--- src/rtl/reorder_buf_if.sv ---
// Handshake bundle for the reorder buffer: issue, CDB broadcast and commit.
// The master side is the issue/CDB source; the slave side is the buffer.
interface reorder_buf_if #(
    parameter int DEPTH  = 8,
    parameter int TAG_W  = 4,
    parameter int REG_W  = 5,
    parameter int DATA_W = 32
);
    localparam int CW = $clog2(DEPTH) + 1;

    logic              issue_valid;
    logic [REG_W-1:0]  issue_dest;
    logic [TAG_W-1:0]  issue_tag;
    logic              issue_ready;
    logic              cdb_valid;
    logic [TAG_W-1:0]  cdb_tag;
    logic [DATA_W-1:0] cdb_data;
    logic              commit;
    logic [REG_W-1:0]  commit_dest;
    logic [TAG_W-1:0]  commit_tag;
    logic [DATA_W-1:0] commit_data;
    logic [CW-1:0]     count;
    logic              empty;

    modport master (
        output issue_valid, issue_dest, issue_tag,
        output cdb_valid, cdb_tag, cdb_data,
        input  issue_ready, commit, commit_dest, commit_tag,
        input  commit_data, count, empty
    );

    modport slave (
        input  issue_valid, issue_dest, issue_tag,
        input  cdb_valid, cdb_tag, cdb_data,
        output issue_ready, commit, commit_dest, commit_tag,
        output commit_data, count, empty
    );
endinterface

--- src/rtl/reorder_buf.sv ---
// In-order retirement queue capturing CDB results per reservation-station tag.
// Define ROB_CDB_BYPASS_EN to let a waiting head retire straight off the CDB.
module reorder_buf #(
    parameter int DEPTH  = 8,
    parameter int TAG_W  = 4,
    parameter int REG_W  = 5,
    parameter int DATA_W = 32
) (
    input  logic          clk,
    input  logic          rst_n,
    reorder_buf_if.slave  bus
);
    localparam int AW = $clog2(DEPTH);
    localparam int CW = AW + 1;

    logic [DEPTH-1:0]  valid_q, valid_d;
    logic [DEPTH-1:0]  ready_q, ready_d;
    logic [REG_W-1:0]  dest_q [DEPTH];
    logic [REG_W-1:0]  dest_d [DEPTH];
    logic [TAG_W-1:0]  tag_q  [DEPTH];
    logic [TAG_W-1:0]  tag_d  [DEPTH];
    logic [DATA_W-1:0] data_q [DEPTH];
    logic [DATA_W-1:0] data_d [DEPTH];

    logic [AW-1:0]     head_q, head_d;
    logic [AW-1:0]     tail_q, tail_d;
    logic [CW-1:0]     count_q, count_d;

    logic              commit_q, commit_d;
    logic [REG_W-1:0]  commit_dest_q, commit_dest_d;
    logic [TAG_W-1:0]  commit_tag_q, commit_tag_d;
    logic [DATA_W-1:0] commit_data_q, commit_data_d;

    logic issue_fire;
    logic cdb_hit;
    logic head_ok;
    logic head_byp;
    logic retire;

    always_comb begin
        valid_d       = valid_q;
        ready_d       = ready_q;
        dest_d        = dest_q;
        tag_d         = tag_q;
        data_d        = data_q;
        head_d        = head_q;
        tail_d        = tail_q;
        commit_dest_d = commit_dest_q;
        commit_tag_d  = commit_tag_q;
        commit_data_d = commit_data_q;

        issue_fire = bus.issue_valid && (count_q < CW'(DEPTH));
        cdb_hit    = bus.cdb_valid && (bus.cdb_tag != '0);

        for (int i = 0; i < DEPTH; i++) begin
            if (cdb_hit && valid_q[i] && !ready_q[i] &&
                tag_q[i] == bus.cdb_tag) begin
                ready_d[i] = 1'b1;
                data_d[i]  = bus.cdb_data;
            end
        end

        head_ok = valid_q[head_q] && ready_q[head_q];
`ifdef ROB_CDB_BYPASS_EN
        head_byp = valid_q[head_q] && !ready_q[head_q] && cdb_hit &&
                   (tag_q[head_q] == bus.cdb_tag);
`else
        head_byp = 1'b0;
`endif
        retire   = head_ok || head_byp;
        commit_d = retire;

        if (retire) begin
            commit_dest_d   = dest_q[head_q];
            commit_tag_d    = tag_q[head_q];
            commit_data_d   = head_ok ? data_q[head_q] : bus.cdb_data;
            valid_d[head_q] = 1'b0;
            ready_d[head_q] = 1'b0;
            head_d          = head_q + AW'(1);
        end

        // Full buffer blocks issue, so tail never aliases a retiring head.
        if (issue_fire) begin
            valid_d[tail_q] = 1'b1;
            ready_d[tail_q] = 1'b0;
            dest_d[tail_q]  = bus.issue_dest;
            tag_d[tail_q]   = bus.issue_tag;
            tail_d          = tail_q + AW'(1);
        end

        count_d = count_q + CW'(issue_fire) - CW'(retire);
    end

    always_ff @(posedge clk) begin
        if (!rst_n) begin
            valid_q       <= '0;
            ready_q       <= '0;
            dest_q        <= '{default: '0};
            tag_q         <= '{default: '0};
            data_q        <= '{default: '0};
            head_q        <= '0;
            tail_q        <= '0;
            count_q       <= '0;
            commit_q      <= 1'b0;
            commit_dest_q <= '0;
            commit_tag_q  <= '0;
            commit_data_q <= '0;
        end else begin
            valid_q       <= valid_d;
            ready_q       <= ready_d;
            dest_q        <= dest_d;
            tag_q         <= tag_d;
            data_q        <= data_d;
            head_q        <= head_d;
            tail_q        <= tail_d;
            count_q       <= count_d;
            commit_q      <= commit_d;
            commit_dest_q <= commit_dest_d;
            commit_tag_q  <= commit_tag_d;
            commit_data_q <= commit_data_d;
        end
    end

    assign bus.issue_ready = (count_q < CW'(DEPTH));
    assign bus.empty       = (count_q == '0);
    assign bus.count       = count_q;
    assign bus.commit      = commit_q;
    assign bus.commit_dest = commit_dest_q;
    assign bus.commit_tag  = commit_tag_q;
    assign bus.commit_data = commit_data_q;
endmodule
--- src/flat_wrapper.sv ---
// flat-port wrapper written by rule: the top's interface ports become plain ports
module reorder_buf_flat 
#(
    parameter int DEPTH  = 8,
    parameter int TAG_W  = 4,
    parameter int REG_W  = 5,
    parameter int DATA_W = 32
)
  (clk, rst_n, bus_issue_valid, bus_issue_dest, bus_issue_tag, bus_cdb_valid, bus_cdb_tag, bus_cdb_data, bus_issue_ready, bus_commit, bus_commit_dest, bus_commit_tag, bus_commit_data, bus_count, bus_empty);
  reorder_buf_if #(.DEPTH(DEPTH), .TAG_W(TAG_W), .REG_W(REG_W), .DATA_W(DATA_W)) bus_i ();
  input  logic clk;
  input  logic rst_n;
  input wire logic [$bits(bus_i.issue_valid)-1:0] bus_issue_valid;
  input wire logic [$bits(bus_i.issue_dest)-1:0] bus_issue_dest;
  input wire logic [$bits(bus_i.issue_tag)-1:0] bus_issue_tag;
  input wire logic [$bits(bus_i.cdb_valid)-1:0] bus_cdb_valid;
  input wire logic [$bits(bus_i.cdb_tag)-1:0] bus_cdb_tag;
  input wire logic [$bits(bus_i.cdb_data)-1:0] bus_cdb_data;
  output wire logic [$bits(bus_i.issue_ready)-1:0] bus_issue_ready;
  output wire logic [$bits(bus_i.commit)-1:0] bus_commit;
  output wire logic [$bits(bus_i.commit_dest)-1:0] bus_commit_dest;
  output wire logic [$bits(bus_i.commit_tag)-1:0] bus_commit_tag;
  output wire logic [$bits(bus_i.commit_data)-1:0] bus_commit_data;
  output wire logic [$bits(bus_i.count)-1:0] bus_count;
  output wire logic [$bits(bus_i.empty)-1:0] bus_empty;
  assign bus_i.issue_valid = bus_issue_valid;
  assign bus_i.issue_dest = bus_issue_dest;
  assign bus_i.issue_tag = bus_issue_tag;
  assign bus_i.cdb_valid = bus_cdb_valid;
  assign bus_i.cdb_tag = bus_cdb_tag;
  assign bus_i.cdb_data = bus_cdb_data;
  assign bus_issue_ready = bus_i.issue_ready;
  assign bus_commit = bus_i.commit;
  assign bus_commit_dest = bus_i.commit_dest;
  assign bus_commit_tag = bus_i.commit_tag;
  assign bus_commit_data = bus_i.commit_data;
  assign bus_count = bus_i.count;
  assign bus_empty = bus_i.empty;
  reorder_buf #(.DEPTH(DEPTH), .TAG_W(TAG_W), .REG_W(REG_W), .DATA_W(DATA_W)) u_core (.clk(clk), .rst_n(rst_n), .bus(bus_i));
endmodule
--- config.mk ---
export PLATFORM = sky130hd
export DESIGN_NAME = reorder_buf_flat
export DESIGN_NICKNAME = d
export VERILOG_FILES = /design/src/rtl/reorder_buf_if.sv /design/src/rtl/reorder_buf.sv /design/src/flat_wrapper.sv
export SDC_FILE = /design/constraint.sdc
export NUM_CORES = 1
export LEC_CHECK = 0
export CORE_ASPECT_RATIO = 0.7
export CORE_UTILIZATION = 35
export DETAILED_ROUTE_END_ITERATION = 7
export GPL_TIMING_DRIVEN = 0
export HOLD_SLACK_MARGIN = 0.1
export PLACE_DENSITY = 0.62
export REMOVE_ABC_BUFFERS = 1
export SETUP_SLACK_MARGIN = 0.2
export SYNTH_ARGS = -nofsm -noshare
export SYNTH_HDL_FRONTEND = slang
export SYNTH_SLANG_ARGS = --single-unit
--- constraint.sdc ---
create_clock -name clk -period 2.84 [get_ports clk]
set_input_delay 0.71 -clock clk [delete_from_list [all_inputs] [get_ports clk]]
set_output_delay 0.71 -clock clk [all_outputs]
set_load 0.1 [all_outputs]
==> results summary <==
The die footprint is just over 50000 µm². The time the final worst path needs with I/O delays and setup came out at roughly 2.6 ns. The worst reg2reg path depth is 8.

The worst hold path passes through 2 cells. The via total after detailed routing is roughly 13000. The clock edge transition at the registers on the reported setup and hold paths came out at around 0.070 ns. Setup repair after global routing could not meet its margin everywhere. The transition at the pin with the smallest max-transition slack is about 1.1 ns. The worst register-to-register path ends at u_core.bus.commit_dest[0]$_SDFFE_PN0N_. The setup check on the worst reg-to-reg path leaves a slack of about 0.23 ns.

The final number of max-transition violations is 0. The worst register-to-register path begins at u_core.head_q[1]$_SDFFE_PN0N_. The cell area after technology mapping is between 15000 and 20000 µm². The worst-case IR drop observed on VDD is 0.361 mV.

From bottom edge to top edge, the die measures around 190 µm. The average detailed-routed wire length per instance is ~21 µm. The HPWL after detailed placement is around 28000 µm.

The per-cell via count in the routed design is 5.40. The area of the core came out at ~48000 µm². In this run, synthesis produced a sequential element count of between 300 and 400. Dividing total power by cell area gives a power density of approximately 590 nW/µm².

The clock sink count is 396. STA classifies the critical path endpoint as a register. The initial detailed-routing violation count came out at between 1000 and 1500. The largest net degree at the start of global routing is about 180. The distinct cell type count after synthesis came out at 56. CTS built an H-tree with a depth of 2.

The number of cells produced by synthesis is around 1700. The first-pass GRT wire length is a little under 80000 µm. Summed over all layers, the global routing overflow is 0. The multi-input logic area is between 8000 and 9000 µm². The clock tree buffer depth is 3. The number of enable-type register cells in the synthesized netlist is 0. Summed over all layers, the routed wires come to ~51000 µm.

The total leakage power is 0.00940 µW. The final hold violation count is 0. The relative contribution of the clock network to total power came out at 0.451. The share of total power dissipated in sequential elements is 0.467. The Yosys step of the flow raised 0 warnings.

The critical path launch point type is a register. Walking the worst path, the cells encountered are buf_12 -> buf_16 -> clkinv_4 -> nor2_4 -> buf_4 -> a221o_1 -> a222oi_1 -> a21oi_1. Input and output buffers added on the ports amount to 96.

The data arrival time of the worst path is ~3.0 ns. The post-layout utilization of the core came out at 0.425. For this run, the top clock speed supported by timing is about 380 MHz. The startpoint of the tightest hold check path is u_core.dest_q[36]$_SDFFE_PN0P_. The largest stage delay on the critical path is ~0.58 ns. The remaining antenna violation count is 0. The initial antenna violation count came out at 5. The number of global-route vias before repair is around 13000. The number of remaining DRC errors came out at 0. The global-route usage over all layers is 0.200. The routability congestion estimate from global placement came out at 0.781. The number of placed I/O pins came out at between 90 and 100. The share of layout cells above drive strength 1 came out at 0.134. The min-delay analysis places its worst path in the category register to register. The period utilization is 0.919.

The primary flip-flop cell chosen by synthesis mapping is sky130_fd_sc_hd__dfxtp_1. On the critical path, the stage with the largest delay is an instance of sky130_fd_sc_hd__a222oi_1. Setup violations remaining at the end of the flow were counted as 0. The TritonCTS clock tree is yes. The starting density of the core is 0.358. The tightest slew margin relative to the limit came out at 0.274. The tightest hold path in the finished design has a slack of 0.460 ns.

The share of total power dissipated in combinational logic is 0.082. Summed over all nets, the switching power comes to just over 3000 µW. The worst endpoint required time is 3.23 ns. The number of hold buffers added after cts is 0. For hold timing, the worst endpoint is u_core.dest_q[36]$_SDFFE_PN0P_.

The worst setup path is of the register to register kind. The sequential standard cell area came out at around 7900 µm². The number of nets in the layout is 1808. The share of flip-flops with an asynchronous set or reset after synthesis is 0. The first detailed-routing pass took 5 iterations. Compared with the post-synthesis result, the final layout area differs by 18.9%. The number of clock buffers inserted by TritonCTS is 40. The largest driver fanout on the critical path came out at 51.

Counting both buffers and inverters, the worst setup path holds a total of 4. Each instance of the synthesized netlist takes up on average between 10 and 15 µm². The switching part of the total came out at 0.250. The number of maximum-capacitance constraint violations came out at 0.

The die is 268 µm wide. The clock root buffer is sky130_fd_sc_hd__clkbuf_16. The worst clock skew on the final layout came out at between 0.03 and 0.04 ns. The total internal power came out at 9140 µW. The layout filler cell count is 4576. The floorplan has between 60 and 70 rows. For the worst-skew pair, the clock arrives at the later sink with an insertion delay of between 0.5 and 0.6 ns.

Grouping stages by cell kind, the critical path spends the most delay in compound AO/OA/AOI/OAI gates. The share of the yosys chip area belonging to registers is 0.459. The flow ran to the end, and the final reports show no timing, DRC or antenna violations.
-- metrics by stage --
stage / area, µm² / cells / setup WS, ns / total power, µW / setup TNS [ns]
finish: 20500 / 2439 / 0.231 / 12200 / 0
detailed placement: 18600 / 2318 / -1.80 / 6790 / -287.12
floorplan: 16300 / 1551 / -3.72 / 6430 / -1363.10
global route: 20500 / 2438 / 0.173 / 12600 / 0
global placement: 18100 / 2302 / -8.23 / 6750 / -3106.30
CTS: 20500 / 2433 / 0.227 / 12300 / 0
-- cells in the final DEF (no fill, tap or decap), types with 8 or more instances in the layout --
master and instances:
sky130_fd_sc_hd__dlygate4sd2_1 47, sky130_fd_sc_hd__buf_16 9, sky130_fd_sc_hd__xnor2_1 24, sky130_fd_sc_hd__mux2_2 26, sky130_fd_sc_hd__a311oi_1 19, sky130_fd_sc_hd__nor2_1 362, sky130_fd_sc_hd__clkdlybuf4s50_1 43, sky130_fd_sc_hd__dfxtp_1 393
sky130_fd_sc_hd__xor2_1 10, sky130_fd_sc_hd__clkbuf_16 42, sky130_fd_sc_hd__a221o_1 16, sky130_fd_sc_hd__a22oi_1 12, sky130_fd_sc_hd__o211a_1 8, sky130_fd_sc_hd__mux2i_1 331, sky130_fd_sc_hd__clkinv_2 12, sky130_fd_sc_hd__clkbuf_8 8
sky130_fd_sc_hd__a21oi_1 45, sky130_fd_sc_hd__inv_1 14, sky130_fd_sc_hd__o21ai_0 17, sky130_fd_sc_hd__nand3_1 13, sky130_fd_sc_hd__nand2_1 83, sky130_fd_sc_hd__a221oi_1 30, sky130_fd_sc_hd__mux4_2 36, sky130_fd_sc_hd__buf_4 32
-- per-layer routing --
metal / global-route usage / part of all wire / vias up
li1: - / - / 6095
met1: 0.268 / 0.45 / 6550
met2: 0.318 / 0.45 / 416
met3: 0.0436 / 0.066 / 101
met4: 0.0648 / 0.027 / 6
met5: 0 / 0.00077 / -
-- sequential cells by signal (all words and copies together) (netlist names) --
register	flops
u_core.data_q	256
u_core.dest_q	40
u_core.bus.commit_data	32
u_core.tag_q	32
u_core.ready_q	8
u_core.valid_q	8
u_core.bus.commit_dest	5
u_core.bus.commit_tag	4
u_core.bus.count	4
u_core.head_q	3
u_core.tail_q	3
u_core.bus.commit	1
-- timing repair --
item,CTS,global route
resized for setup,86,11
cloned,5,0
setup endpoints to repair,401,49
hold endpoints to repair,0,0
pin swaps,9,5
setup buffers,37,4
-- synthesized netlist by cell type, types with 3 or more instances --
library cell / number / area (µm²)
sky130_fd_sc_hd__nand2_1: 84 / 315
sky130_fd_sc_hd__a311oi_1: 19 / 166
sky130_fd_sc_hd__a22oi_1: 12 / 90.1
sky130_fd_sc_hd__buf_1: 4 / 15.0
sky130_fd_sc_hd__o22ai_1: 6 / 37.5
sky130_fd_sc_hd__xnor2_1: 24 / 210
sky130_fd_sc_hd__o221ai_1: 8 / 70.1
sky130_fd_sc_hd__and2_1: 3 / 18.8
sky130_fd_sc_hd__nor2b_1: 7 / 43.8
sky130_fd_sc_hd__dfxtp_1: 396 / 7930
sky130_fd_sc_hd__buf_6: 23 / 259
sky130_fd_sc_hd__a222oi_1: 4 / 40.0
sky130_fd_sc_hd__mux4_2: 36 / 811
sky130_fd_sc_hd__a21oi_1: 45 / 225
sky130_fd_sc_hd__mux2_2: 26 / 293
sky130_fd_sc_hd__a221o_1: 16 / 160
sky130_fd_sc_hd__a221oi_1: 30 / 263
sky130_fd_sc_hd__ha_1: 7 / 87.6
sky130_fd_sc_hd__nand4_1: 6 / 37.5
sky130_fd_sc_hd__mux2i_1: 331 / 3310
sky130_fd_sc_hd__xor2_1: 10 / 87.6
sky130_fd_sc_hd__or4b_1: 3 / 30.0
sky130_fd_sc_hd__a22o_1: 7 / 61.3
sky130_fd_sc_hd__o21ai_0: 17 / 85.1
sky130_fd_sc_hd__a211oi_1: 7 / 52.6
sky130_fd_sc_hd__nor3_1: 4 / 20.0
sky130_fd_sc_hd__buf_2: 38 / 190
sky130_fd_sc_hd__o211a_1: 8 / 80.1
sky130_fd_sc_hd__nand3_1: 14 / 70.1
sky130_fd_sc_hd__buf_4: 12 / 90.1
sky130_fd_sc_hd__a31oi_1: 6 / 37.5
sky130_fd_sc_hd__nor2_1: 366 / 1370
sky130_fd_sc_hd__nor3b_1: 3 / 22.5
sky130_fd_sc_hd__clkbuf_1: 99 / 372
sky130_fd_sc_hd__inv_1: 17 / 63.8
-- cells by family (layout without fill, tap and decap cells) --
family,Yosys count,in the layout,share of synthesized area
XOR/XNOR,34,34,0.0172
AND/OR/NAND/NOR,505,507,0.119
adder cells (fa/ha/maj),8,8,0.00623
other,0,2,0
multiplexers,393,393,0.256
AO/OA/AOI/OAI,196,196,0.0855
buffers and inverters,195,248,0.0577
flip-flops,396,396,0.459
-- power by group through the flow --
stage / Sequential, µW / Combinational (µW) / Clock, µW
6_report: 5700 / 995 / 5500
2_1_floorplan: 5940 / 489 / 0
3_3_place_gp: 5820 / 934 / 0
5_1_grt: 5700 / 1060 / 5810
3_5_place_dp: 5820 / 969 / 0
4_1_cts: 5700 / 979 / 5590
-- how the worst max path moves through the flow --
stage	from	endpoint	slack [ns]	depth (start not counted)
2_1_floorplan	rst_n	u_core.ready_q[7]$_SDFF_PN0_	-3.72	2
3_3_place_gp	rst_n	u_core.ready_q[7]$_SDFF_PN0_	-8.23	3
3_5_place_dp	u_core.head_q[1]$_SDFFE_PN0N_	u_core.bus.commit_data[1]$_SDFFE_PN0N_	-1.80	6
4_1_cts	u_core.head_q[0]$_SDFFE_PN0N_	u_core.bus.count[1]$_SDFF_PN0_	0.23	10
5_1_grt	u_core.head_q[0]$_SDFFE_PN0N_	u_core.bus.commit_data[1]$_SDFFE_PN0N_	0.17	10
6_report	u_core.head_q[1]$_SDFFE_PN0N_	u_core.bus.commit_dest[0]$_SDFFE_PN0N_	0.23	8
-- worst register-to-register path, delay by kind of cell, from the launching register on --
| family | cells | cell delay (ns) |
|---|---|---|
| AOI/OAI and AO/OA | 3 | 1.03 |
| buffers and inverters | 4 | 0.95 |
| DFF | 1 | 0.39 |
| and+or+nand+nor | 1 | 0.09 |
-- layout make-up --
| type | count | share of cell area |
|---|---|---|
| repair buffers | 156 | 0.0852 |
| flip-flops and latches | 396 | 0.386 |
| clock buffers | 55 | 0.0574 |
| inverters | 19 | 0.00426 |
| diodes | 2 | 0.000244 |
| well taps | 655 | 0.0399 |
| clock inverters | 18 | 0.00908 |
| multi-input cells | 1138 | 0.417 |
Power figures use the tool's default switching activity.
==> RTL edit, RTL diff (same settings) <==
Take the reset off `commit_tag_q` and `commit_data_q` and load them in a clocked block of their own.
--- a/src/rtl/reorder_buf.sv
+++ b/src/rtl/reorder_buf.sv
@@ -103,8 +103,6 @@
             count_q       <= '0;
             commit_q      <= 1'b0;
             commit_dest_q <= '0;
-            commit_tag_q  <= '0;
-            commit_data_q <= '0;
         end else begin
             valid_q       <= valid_d;
             ready_q       <= ready_d;
@@ -116,9 +114,12 @@
             count_q       <= count_d;
             commit_q      <= commit_d;
             commit_dest_q <= commit_dest_d;
-            commit_tag_q  <= commit_tag_d;
-            commit_data_q <= commit_data_d;
         end
+    end
+
+    always_ff @(posedge clk) begin
+        commit_tag_q  <= commit_tag_d;
+        commit_data_q <= commit_data_d;
     end
 
     assign bus.issue_ready = (count_q < CW'(DEPTH));
Check against the original RTL: differs if rst_n is asserted again (counterexample within 4 cycles, from zero or initial values and one cycle with rst_n low); with rst_n held inactive, the same outputs for 4 cycles.
==> RTL edit against the unedited design <==
- sequential cell count stayed put
- setup slack lost 0.18 ns
- synthesized area grew 4.3%
- sequential power is 1% higher
- routed wire length rose by 41%
- clock skew decreased by 0.010 ns
- final area up 5.2%
- sequential share of layout area decreased by 0.25 points
- total power increased by 6.6%
==> RTL edit: results (changes against the unedited design) <==
Result of the run = finished clean (unchanged)
Routed met2 length = 30,900 um (was 23,000 um)
Share of layout cells above drive strength 1 = 0.127 (was 0.134)
CP top delay family = simple AND/OR/NAND/NOR gates (was compound AO/OA/AOI/OAI gates)
N_diodes = 1 (was 2)
Average wire per cell in the routed design = 26.0 um (was 20.9 um)
Met1 usage in global routing = 0.359 (was 0.268)
Cell count of the worst reg-to-reg path = 5 (was 8)
Placed wire-length estimate after detailed placement = 41,900 um (was 27,700 um)
EDFF count, synth = 36 (was 0)
Number of buffers inserted during clock tree synthesis = 41 (was 40)
Launch point of the worst reg-to-reg path = u_core.head_q[2] (was u_core.head_q[1])
Met1 layer wirelength in the final routing = 28,600 um (was 23,100 um)
Most frequent cells after synthesis = sky130_fd_sc_hd__dfxtp_1, sky130_fd_sc_hd__a21oi_1, sky130_fd_sc_hd__o21ai_0 (was sky130_fd_sc_hd__dfxtp_1, sky130_fd_sc_hd__nor2_1, sky130_fd_sc_hd__mux2i_1)
Clock buffer cells = 63 (was 55)
Multi-input logic area = 8800 um^2 (was 8570 um^2)
Maximum clock skew at final layout = 0.0211 ns (was 0.0311 ns)
Top sig layer = met4 (was met5)
Peak fanout along the critical path = 24 (was 51)
Met3 layer usage reported by global route = 0.0758 (was 0.0436)
Final design area excluding fillers = 21,600 um^2 (was 20,500 um^2)
Number of global-route vias before repair = 16,900 (was 13,000)
Nets = 2,103 (was 1,808)
Largest vdd supply drop = 0.361 mV (about the same)
Storage element area = 8300 um^2 (was 7940 um^2)
Yosys cell types = 62 (was 56)
## RTL edit: where the power goes
group	internal [mW]	total (mW)	leakage (nW)	switching (mW)
clock	3.37	5.76	0.706	2.38
sequential	5.70	5.78	3.21	0.0725
combinational	0.393	1.47	2.95	1.07
total	9.47	13.0	6.87	3.53
## RTL edit: cell families (layout without fill, tap and decap cells)
| kind of cell | count (synthesis) | after routing | synth area share |
|---|---|---|---|
| AOI/OAI and AO/OA | 769 | 769 | 0.244 |
| muxes | 93 | 93 | 0.0672 |
| and+or+nand+nor | 511 | 513 | 0.142 |
| other | 0 | 1 | 0 |
| buffers and inverters | 272 | 266 | 0.0651 |
| xor gates and xnor gates | 34 | 34 | 0.0165 |
| DFF | 396 | 396 | 0.460 |
| adders and majority gates | 8 | 8 | 0.00597 |
## RTL edit: worst min path at each step
stage	start	endpoint	slack, ns	depth (start not counted)
after floorplan	u_core.dest_q[32]	u_core.dest_q[32]	0.43	2
after global placement	u_core.dest_q[8]	u_core.dest_q[8]	0.44	2
after detailed placement	u_core.dest_q[10]	u_core.dest_q[10]	0.45	2
after CTS	u_core.dest_q[10]	u_core.dest_q[10]	0.46	2
after global routing	u_core.dest_q[16]	u_core.dest_q[16]	0.47	2
final	u_core.dest_q[33]	u_core.dest_q[33]	0.46	2
## RTL edit: metrics by stage
stage                util  std cells  setup TNS (ns)  setup WS [ns]
CTS                 0.425       2748               0          0.173
floorplan               -       1824         -401.60          -2.95
detailed placement  0.389       2644         -300.52          -1.39
global placement    0.368       2594        -1565.13          -7.28
global route        0.426       2753               0         0.0694
finish              0.426       2754               0         0.0544
## RTL edit: repair_timing
action                                  4_1_cts  5_1_grt
cloned                                        6        1
endpoints found under the setup margin      435       81
gates resized for setup                      75       16
buffers inserted                             22        4
pin swaps                                     8        8
